### config.mk
export PLATFORM = sky130hd
export DESIGN_NAME = boot_ctrl
export DESIGN_NICKNAME = d
export VERILOG_FILES = /design/src/rtl/boot_ctrl.sv
export SDC_FILE = /design/constraint.sdc
export NUM_CORES = 1
export LEC_CHECK = 0
export ABC_AREA = 1
export CORE_MARGIN = 5
export CORE_UTILIZATION = 62
export DETAILED_ROUTE_END_ITERATION = 6
export DONT_BUFFER_PORTS = 1
export GPL_TIMING_DRIVEN = 0
export PLACE_DENSITY = 0.88
export SLEW_MARGIN = 5
export SYNTH_ARGS = -nofsm -noshare
export SYNTH_HDL_FRONTEND = slang
export SYNTH_SLANG_ARGS = --single-unit
export TNS_END_PERCENT = 1
### constraint.sdc
create_clock -name clk -period 1.8 [get_ports clk]
set_input_delay 0.36 -clock clk [delete_from_list [all_inputs] [get_ports clk]]
set_output_delay 0.36 -clock clk [all_outputs]
set_load 0.005 [all_outputs]
### src/rtl/boot_ctrl.sv
// Boot loader: copies WORDS 32-bit words from SPI flash into instruction memory,
// then releases the CPU core from reset. A stalled flash transfer latches an error.
//
// state | meaning
// IDLE  | one cycle after reset; samples boot_bypass
// CMD   | send flash read command byte
// ADR2  | send flash address bits [23:16]
// ADR1  | send flash address bits [15:8]
// ADR0  | send flash address bits [7:0]
// RDB   | clock in 4 data bytes of the current word
// WR    | one-cycle instruction-memory write of the assembled word
// DONE  | copy finished or bypassed; core released
// ERR   | SPI timeout; core held in reset
module boot_ctrl #(
    parameter int          WORDS      = 128,
    parameter logic [23:0] FLASH_BASE = 24'h000000,
    parameter int          ADDR_W     = 7
) (
    input  logic              clk,
    input  logic              reset,
    input  logic              boot_bypass,
    output logic              spi_start,
    output logic [7:0]        spi_tx,
    input  logic              spi_done,
    input  logic [7:0]        spi_rx,
    output logic              spi_cs_n,
    output logic              imem_we,
    output logic [ADDR_W-1:0] imem_addr,
    output logic [31:0]       imem_wdata,
    output logic              core_reset_n,
    output logic              boot_done,
    output logic              boot_err
);

    localparam logic [ADDR_W-1:0] LAST_WORD = ADDR_W'(WORDS - 1);
    localparam logic [7:0]        CMD_READ  = 8'h03;
    localparam logic [9:0]        TMO_LIMIT = 10'h3FF;

    typedef enum logic [3:0] {
        ST_IDLE,
        ST_CMD,
        ST_ADR2,
        ST_ADR1,
        ST_ADR0,
        ST_RDB,
        ST_WR,
        ST_DONE,
        ST_ERR
    } state_t;

    state_t            state_q, state_d;
    logic              spi_start_q, spi_start_d;
    logic [7:0]        spi_tx_q, spi_tx_d;
    logic              spi_cs_n_q, spi_cs_n_d;
    logic              imem_we_q, imem_we_d;
    logic [ADDR_W-1:0] imem_addr_q, imem_addr_d;
    logic [31:0]       imem_wdata_q, imem_wdata_d;
    logic              core_reset_n_q, core_reset_n_d;
    logic              boot_done_q, boot_done_d;
    logic              boot_err_q, boot_err_d;
    logic [ADDR_W-1:0] word_cnt_q, word_cnt_d;
    logic [1:0]        byte_cnt_q, byte_cnt_d;
    logic [9:0]        tmo_cnt_q, tmo_cnt_d;
    logic [23:0]       rx_buf_q, rx_buf_d;

    logic              done_ok;
    logic [9:0]        tmo_nxt;

    always_comb begin
        state_d        = state_q;
        spi_start_d    = 1'b0;
        spi_tx_d       = spi_tx_q;
        spi_cs_n_d     = spi_cs_n_q;
        imem_we_d      = 1'b0;
        imem_addr_d    = imem_addr_q;
        imem_wdata_d   = imem_wdata_q;
        core_reset_n_d = core_reset_n_q;
        boot_done_d    = boot_done_q;
        boot_err_d     = boot_err_q;
        word_cnt_d     = word_cnt_q;
        byte_cnt_d     = byte_cnt_q;
        tmo_cnt_d      = tmo_cnt_q;
        rx_buf_d       = rx_buf_q;

        // A done pulse coinciding with our own start pulse belongs to nothing we issued.
        done_ok = spi_done && !spi_start_q;
        tmo_nxt = tmo_cnt_q + 10'd1;

        case (state_q)
            ST_IDLE: begin
                if (boot_bypass) begin
                    state_d        = ST_DONE;
                    core_reset_n_d = 1'b1;
                    boot_done_d    = 1'b1;
                end else begin
                    state_d     = ST_CMD;
                    spi_start_d = 1'b1;
                    spi_tx_d    = CMD_READ;
                    spi_cs_n_d  = 1'b0;
                    tmo_cnt_d   = '0;
                end
            end

            ST_CMD, ST_ADR2, ST_ADR1, ST_ADR0, ST_RDB: begin
                if (done_ok) begin
                    tmo_cnt_d = '0;
                    case (state_q)
                        ST_CMD: begin
                            state_d     = ST_ADR2;
                            spi_start_d = 1'b1;
                            spi_tx_d    = FLASH_BASE[23:16];
                        end
                        ST_ADR2: begin
                            state_d     = ST_ADR1;
                            spi_start_d = 1'b1;
                            spi_tx_d    = FLASH_BASE[15:8];
                        end
                        ST_ADR1: begin
                            state_d     = ST_ADR0;
                            spi_start_d = 1'b1;
                            spi_tx_d    = FLASH_BASE[7:0];
                        end
                        ST_ADR0: begin
                            state_d     = ST_RDB;
                            spi_start_d = 1'b1;
                            spi_tx_d    = 8'h00;
                            byte_cnt_d  = 2'd0;
                        end
                        default: begin
                            if (byte_cnt_q == 2'd3) begin
                                state_d      = ST_WR;
                                imem_we_d    = 1'b1;
                                imem_addr_d  = word_cnt_q;
                                imem_wdata_d = {spi_rx, rx_buf_q};
                                if (word_cnt_q == LAST_WORD) begin
                                    spi_cs_n_d = 1'b1;
                                end
                            end else begin
                                case (byte_cnt_q)
                                    2'd0:    rx_buf_d[7:0]   = spi_rx;
                                    2'd1:    rx_buf_d[15:8]  = spi_rx;
                                    default: rx_buf_d[23:16] = spi_rx;
                                endcase
                                byte_cnt_d  = byte_cnt_q + 2'd1;
                                spi_start_d = 1'b1;
                                spi_tx_d    = 8'h00;
                            end
                        end
                    endcase
                end else if (tmo_nxt == TMO_LIMIT) begin
                    state_d    = ST_ERR;
                    spi_cs_n_d = 1'b1;
                    boot_err_d = 1'b1;
                    tmo_cnt_d  = tmo_nxt;
                end else begin
                    tmo_cnt_d = tmo_nxt;
                end
            end

            ST_WR: begin
                if (word_cnt_q == LAST_WORD) begin
                    state_d        = ST_DONE;
                    core_reset_n_d = 1'b1;
                    boot_done_d    = 1'b1;
                end else begin
                    // Continuous read: flash auto-increments, so no new command phase.
                    state_d     = ST_RDB;
                    word_cnt_d  = word_cnt_q + 1'b1;
                    byte_cnt_d  = 2'd0;
                    spi_start_d = 1'b1;
                    spi_tx_d    = 8'h00;
                    tmo_cnt_d   = '0;
                end
            end

            ST_DONE, ST_ERR: begin
            end

            default: begin
                state_d    = ST_IDLE;
                spi_cs_n_d = 1'b1;
            end
        endcase
    end

    always_ff @(posedge clk) begin
        if (reset) begin
            state_q        <= ST_IDLE;
            spi_start_q    <= 1'b0;
            spi_tx_q       <= 8'h00;
            spi_cs_n_q     <= 1'b1;
            imem_we_q      <= 1'b0;
            imem_addr_q    <= '0;
            imem_wdata_q   <= 32'h0;
            core_reset_n_q <= 1'b0;
            boot_done_q    <= 1'b0;
            boot_err_q     <= 1'b0;
            word_cnt_q     <= '0;
            byte_cnt_q     <= 2'd0;
            tmo_cnt_q      <= 10'd0;
            rx_buf_q       <= 24'h0;
        end else begin
            state_q        <= state_d;
            spi_start_q    <= spi_start_d;
            spi_tx_q       <= spi_tx_d;
            spi_cs_n_q     <= spi_cs_n_d;
            imem_we_q      <= imem_we_d;
            imem_addr_q    <= imem_addr_d;
            imem_wdata_q   <= imem_wdata_d;
            core_reset_n_q <= core_reset_n_d;
            boot_done_q    <= boot_done_d;
            boot_err_q     <= boot_err_d;
            word_cnt_q     <= word_cnt_d;
            byte_cnt_q     <= byte_cnt_d;
            tmo_cnt_q      <= tmo_cnt_d;
            rx_buf_q       <= rx_buf_d;
        end
    end

    assign spi_start    = spi_start_q;
    assign spi_tx       = spi_tx_q;
    assign spi_cs_n     = spi_cs_n_q;
    assign imem_we      = imem_we_q;
    assign imem_addr    = imem_addr_q;
    assign imem_wdata   = imem_wdata_q;
    assign core_reset_n = core_reset_n_q;
    assign boot_done    = boot_done_q;
    assign boot_err     = boot_err_q;

endmodule

==> flow_metrics.env <==
export IMPL_ant_nets=0
export IMPL_fillers=466
export IMPL_synth_top_area_share_pct=47.3
export IMPL_synthArstFlopShare_pct=0
export IMPL_grt_ovfl_total=0
export IMPL_grt_max_degree=18
export IMPL_hold_depth=2
export IMPL_grt_usage_pct=23.0
export IMPL_clk_pin_slew_ps=100
export IMPL_status="complete, no violations"
export IMPL_crit_fanout=9
export IMPL_hold_viol_final=0
export IMPL_crit_family="simple AND/OR/NAND/NOR gates"
export IMPL_power_density_nw_per_um2=1160
export IMPL_cap_violations=0
export IMPL_nets=576
export IMPL_worstPathArrival_ps=2020
export IMPL_place_congestion=0.904
export IMPL_drive_gt1_share_pct=16.2
export IMPL_ys_flop_type="dfxtp_1"
export IMPL_criticalPathCategory="reg2reg"
export IMPL_crit_required_ps=2060
export IMPL_setup_tns_ps=0
export IMPL_area_growth_pct=12.2
export IMPL_slowest_stage="dfxtp_2"
export IMPL_dp_hpwl_microns=6320
export IMPL_p_leak_uw=0.00170
export IMPL_netSwitchingFraction_pct=35.9
export IMPL_grt_pass1_wl_microns=14100
export IMPL_synth_edf_count=0
export IMPL_multi_input_area_sq_um=1850
export IMPL_ys_types=34
export IMPL_crit_cells=11
export IMPL_drc=0
export IMPL_post_route_period_util_pct=97.9
export IMPL_ys_ff_latch=92
export IMPL_r2r_worst_path_cells=11
export IMPL_p_comb_share_pct=27.9
export IMPL_insertion_delay_ps=370
export IMPL_hold_path_class="in2reg"
export IMPL_drt_iter0_markers=257
export IMPL_total_power_uw=5080
export IMPL_syn_avg_cell_area_sq_um=7.27
export IMPL_cp_num_buf_inv=3
export IMPL_cts_buffers_inserted=9
export IMPL_synth_largest_area_cell="dfxtp_1"
export IMPL_cpMostUsedCell="nand2_4"
export IMPL_cp_end_kind="flip-flop"
export IMPL_drt_wirelength_per_cell_microns=14.1
export IMPL_seq_area_frac_synth_pct=47.3
export IMPL_clock_sinks=92
export IMPL_ir_drop_mv=0.729
export IMPL_clock_power_share_pct=26.0
export IMPL_num_antenna_cells=0
export IMPL_cpPeakStageDelay_ps=350
export IMPL_slew_viol_final=0
export IMPL_start_util_pct=64.6
export IMPL_h_tree_depth=3
export IMPL_fp_coreArea_sq_um=6030
export IMPL_pin_count=65
export IMPL_setup_viol=0
export IMPL_fp_dieArea_sq_um=7960
export IMPL_tritoncts="yes"
export IMPL_rows=28
export IMPL_yosysWarnings=0
export IMPL_regArea_sq_um=1860
export IMPL_p_seq_share_pct=46.1
export IMPL_internal_power_uw=3260
export IMPL_ys_top_cells_by_area="dfxtp_1 47%, nor2_1 15%, o21ai_0 9.0%, nand2_1 6.1%, a21oi_1 3.5%"
export IMPL_clock_path_buffers=2
export IMPL_hold_buffers=0
export IMPL_clock_root_buffer="clkbuf_8"
export IMPL_syn_area_sq_um=3890
export IMPL_p_switching_uw=1820
export IMPL_die_w_microns=89.2
export IMPL_grt_pass1_vias=3088
export IMPL_totalWireLength_microns=8950
export IMPL_max_freq_mhz=567
export IMPL_finalCriticalPeriod_ps=1760
export IMPL_worst_pin_slew_ps=493
export IMPL_die_h_microns=89.2
export IMPL_drtPass1Iterations=5
export IMPL_worstPathCellList="nor2_2 -> nand2_2 -> nand2_4 -> inv_4 -> nor2_8 -> inv_2 -> nor3_4 -> buf_6 -> nand2_4 -> o21ai_0 -> nor2_1"
export IMPL_fin_skew_ps=13.0
export IMPL_grt_antenna_before_repair=0
export IMPL_rsz0062_at_grt="true"
export IMPL_num_vias=3481
export IMPL_syn_instance_count=535
export IMPL_via_per_inst=5.46
export IMPL_port_buffers=0
export IMPL_fin_hold_ws_ps=132
export IMPL_startpoint_type="flip-flop"
export IMPL_max_slew_margin_rel_pct=66.9
==> layer usage <==
layer | up-vias | track usage (%) | share of wire [%]
li1 | 1762 | - | -
met2 | 132 | 36.2 | 47
met1 | 1562 | 29.8 | 43
met3 | 25 | 7.93 | 8.0
met4 | 0 | 7.04 | 2.5
met5 | - | 0 | 0
==> state kept, by name (all words and copies together) (netlist names) <==
| name | flops |
|---|---|
| imem_wdata | 32 |
| rx_buf_q | 24 |
| tmo_cnt_q | 10 |
| imem_addr | 7 |
| word_cnt_q | 7 |
| state_q | 4 |
| byte_cnt_q | 2 |
| boot_done | 1 |
| boot_err | 1 |
| imem_we | 1 |
| spi_cs_n | 1 |
| spi_start | 1 |
| spi_tx | 1 |
==> metrics by stage <==
stage               cells  setup slack (ps)  area (sq um)  util [%]
global route          637              -101          4360      72.4
global placement      615             -80.9          4000      66.4
detailed placement    615             -99.0          4000      66.4
floorplan             540               222          3910         -
finish                637              37.8          4360      72.4
CTS                   633             -49.8          4220      70.1
==> placed cells by master, fill, tap and decap left out, types with 4 or more instances in the layout <==
| cell | count |
|---|---|
| nand2_2 | 10 |
| nor3_1 | 4 |
| clkbuf_8 | 10 |
| buf_4 | 14 |
| ha_1 | 6 |
| nand2_4 | 4 |
| nor2_2 | 8 |
| o21ai_1 | 23 |
| nand3_1 | 21 |
| inv_1 | 31 |
| a21oi_1 | 27 |
| dfxtp_1 | 85 |
| dfxtp_2 | 5 |
| o21ai_0 | 46 |
| clkbuf_1 | 9 |
| inv_2 | 7 |
| nand2_1 | 57 |
| conb_1 | 6 |
| nor2_1 | 143 |
==> power groups by stage <==
stage	clock (uW)	combinational (uW)	sequential [uW]
2_1_floorplan	0	1000	2330
3_3_place_gp	0	1190	2350
3_5_place_dp	0	1210	2360
4_1_cts	1340	1260	2320
5_1_grt	1460	1590	2370
6_report	1320	1420	2340
==> final timing paths <==
kind	slack [ps]	endpoint	startpoint
hold / removal	130	rx_buf_q[12]$_SDFFE_PP0P_	spi_rx[4]
setup reg to reg	40	rx_buf_q[10]$_SDFFE_PP0P_	state_q[2]$_SDFFE_PP0P_
setup / recovery	40	rx_buf_q[10]$_SDFFE_PP0P_	state_q[2]$_SDFFE_PP0P_
hold reg to reg	470	word_cnt_q[0]$_SDFFE_PP0P_	word_cnt_q[0]$_SDFFE_PP0P_
==> synthesized netlist by cell type (2+ instances only) <==
cell      instances
ha_1              7
o21ai_1           2
o211ai_1          2
nand2_2           5
nand3_1          21
nand4_1           3
nand2_1          63
buf_2             4
clkinv_4          2
a21oi_1          27
nor3_1            5
nor2_2            3
dfxtp_1          92
o21ai_0          70
inv_2             5
nor2_1          151
clkbuf_1         12
o21bai_1          2
buf_4             9
nand2_4           3
inv_1            34
==> area by class of cell <==
cell class / instances / area share, %
Clock inverter: 6 / 1.20
Sequential cell: 92 / 42.5
Clock buffer: 10 / 3.15
Buffer: 26 / 3.44
Timing Repair Buffer: 5 / 0.946
Multi-Input combinational cell: 379 / 42.3
Timing Repair inverter: 1 / 0.172
Tap cell: 75 / 2.15
Inverter: 43 / 4.10
==> timing repair <==
item / 4_1_cts / 5_1_grt
buffers inserted: 2 / 3
resized for setup: 13 / 63
setup endpoints to repair: 61 / 83
pin swaps: 1 / 9
endpoints found under the hold margin: 0 / 0
gates cloned: 0 / 1
==> cells by family (layout without fill, tap and decap cells) <==
kind of cell / Yosys count / count (layout) / share of synthesized area (%)
buf+inv: 69 / 91 / 7.98
other cells: 1 / 6 / 0.0964
fa+ha+maj: 7 / 7 / 2.25
compound gates: 107 / 107 / 14.2
simple gates: 259 / 259 / 28.1
flops: 92 / 92 / 47.3
(Power assumes the default switching activity.)
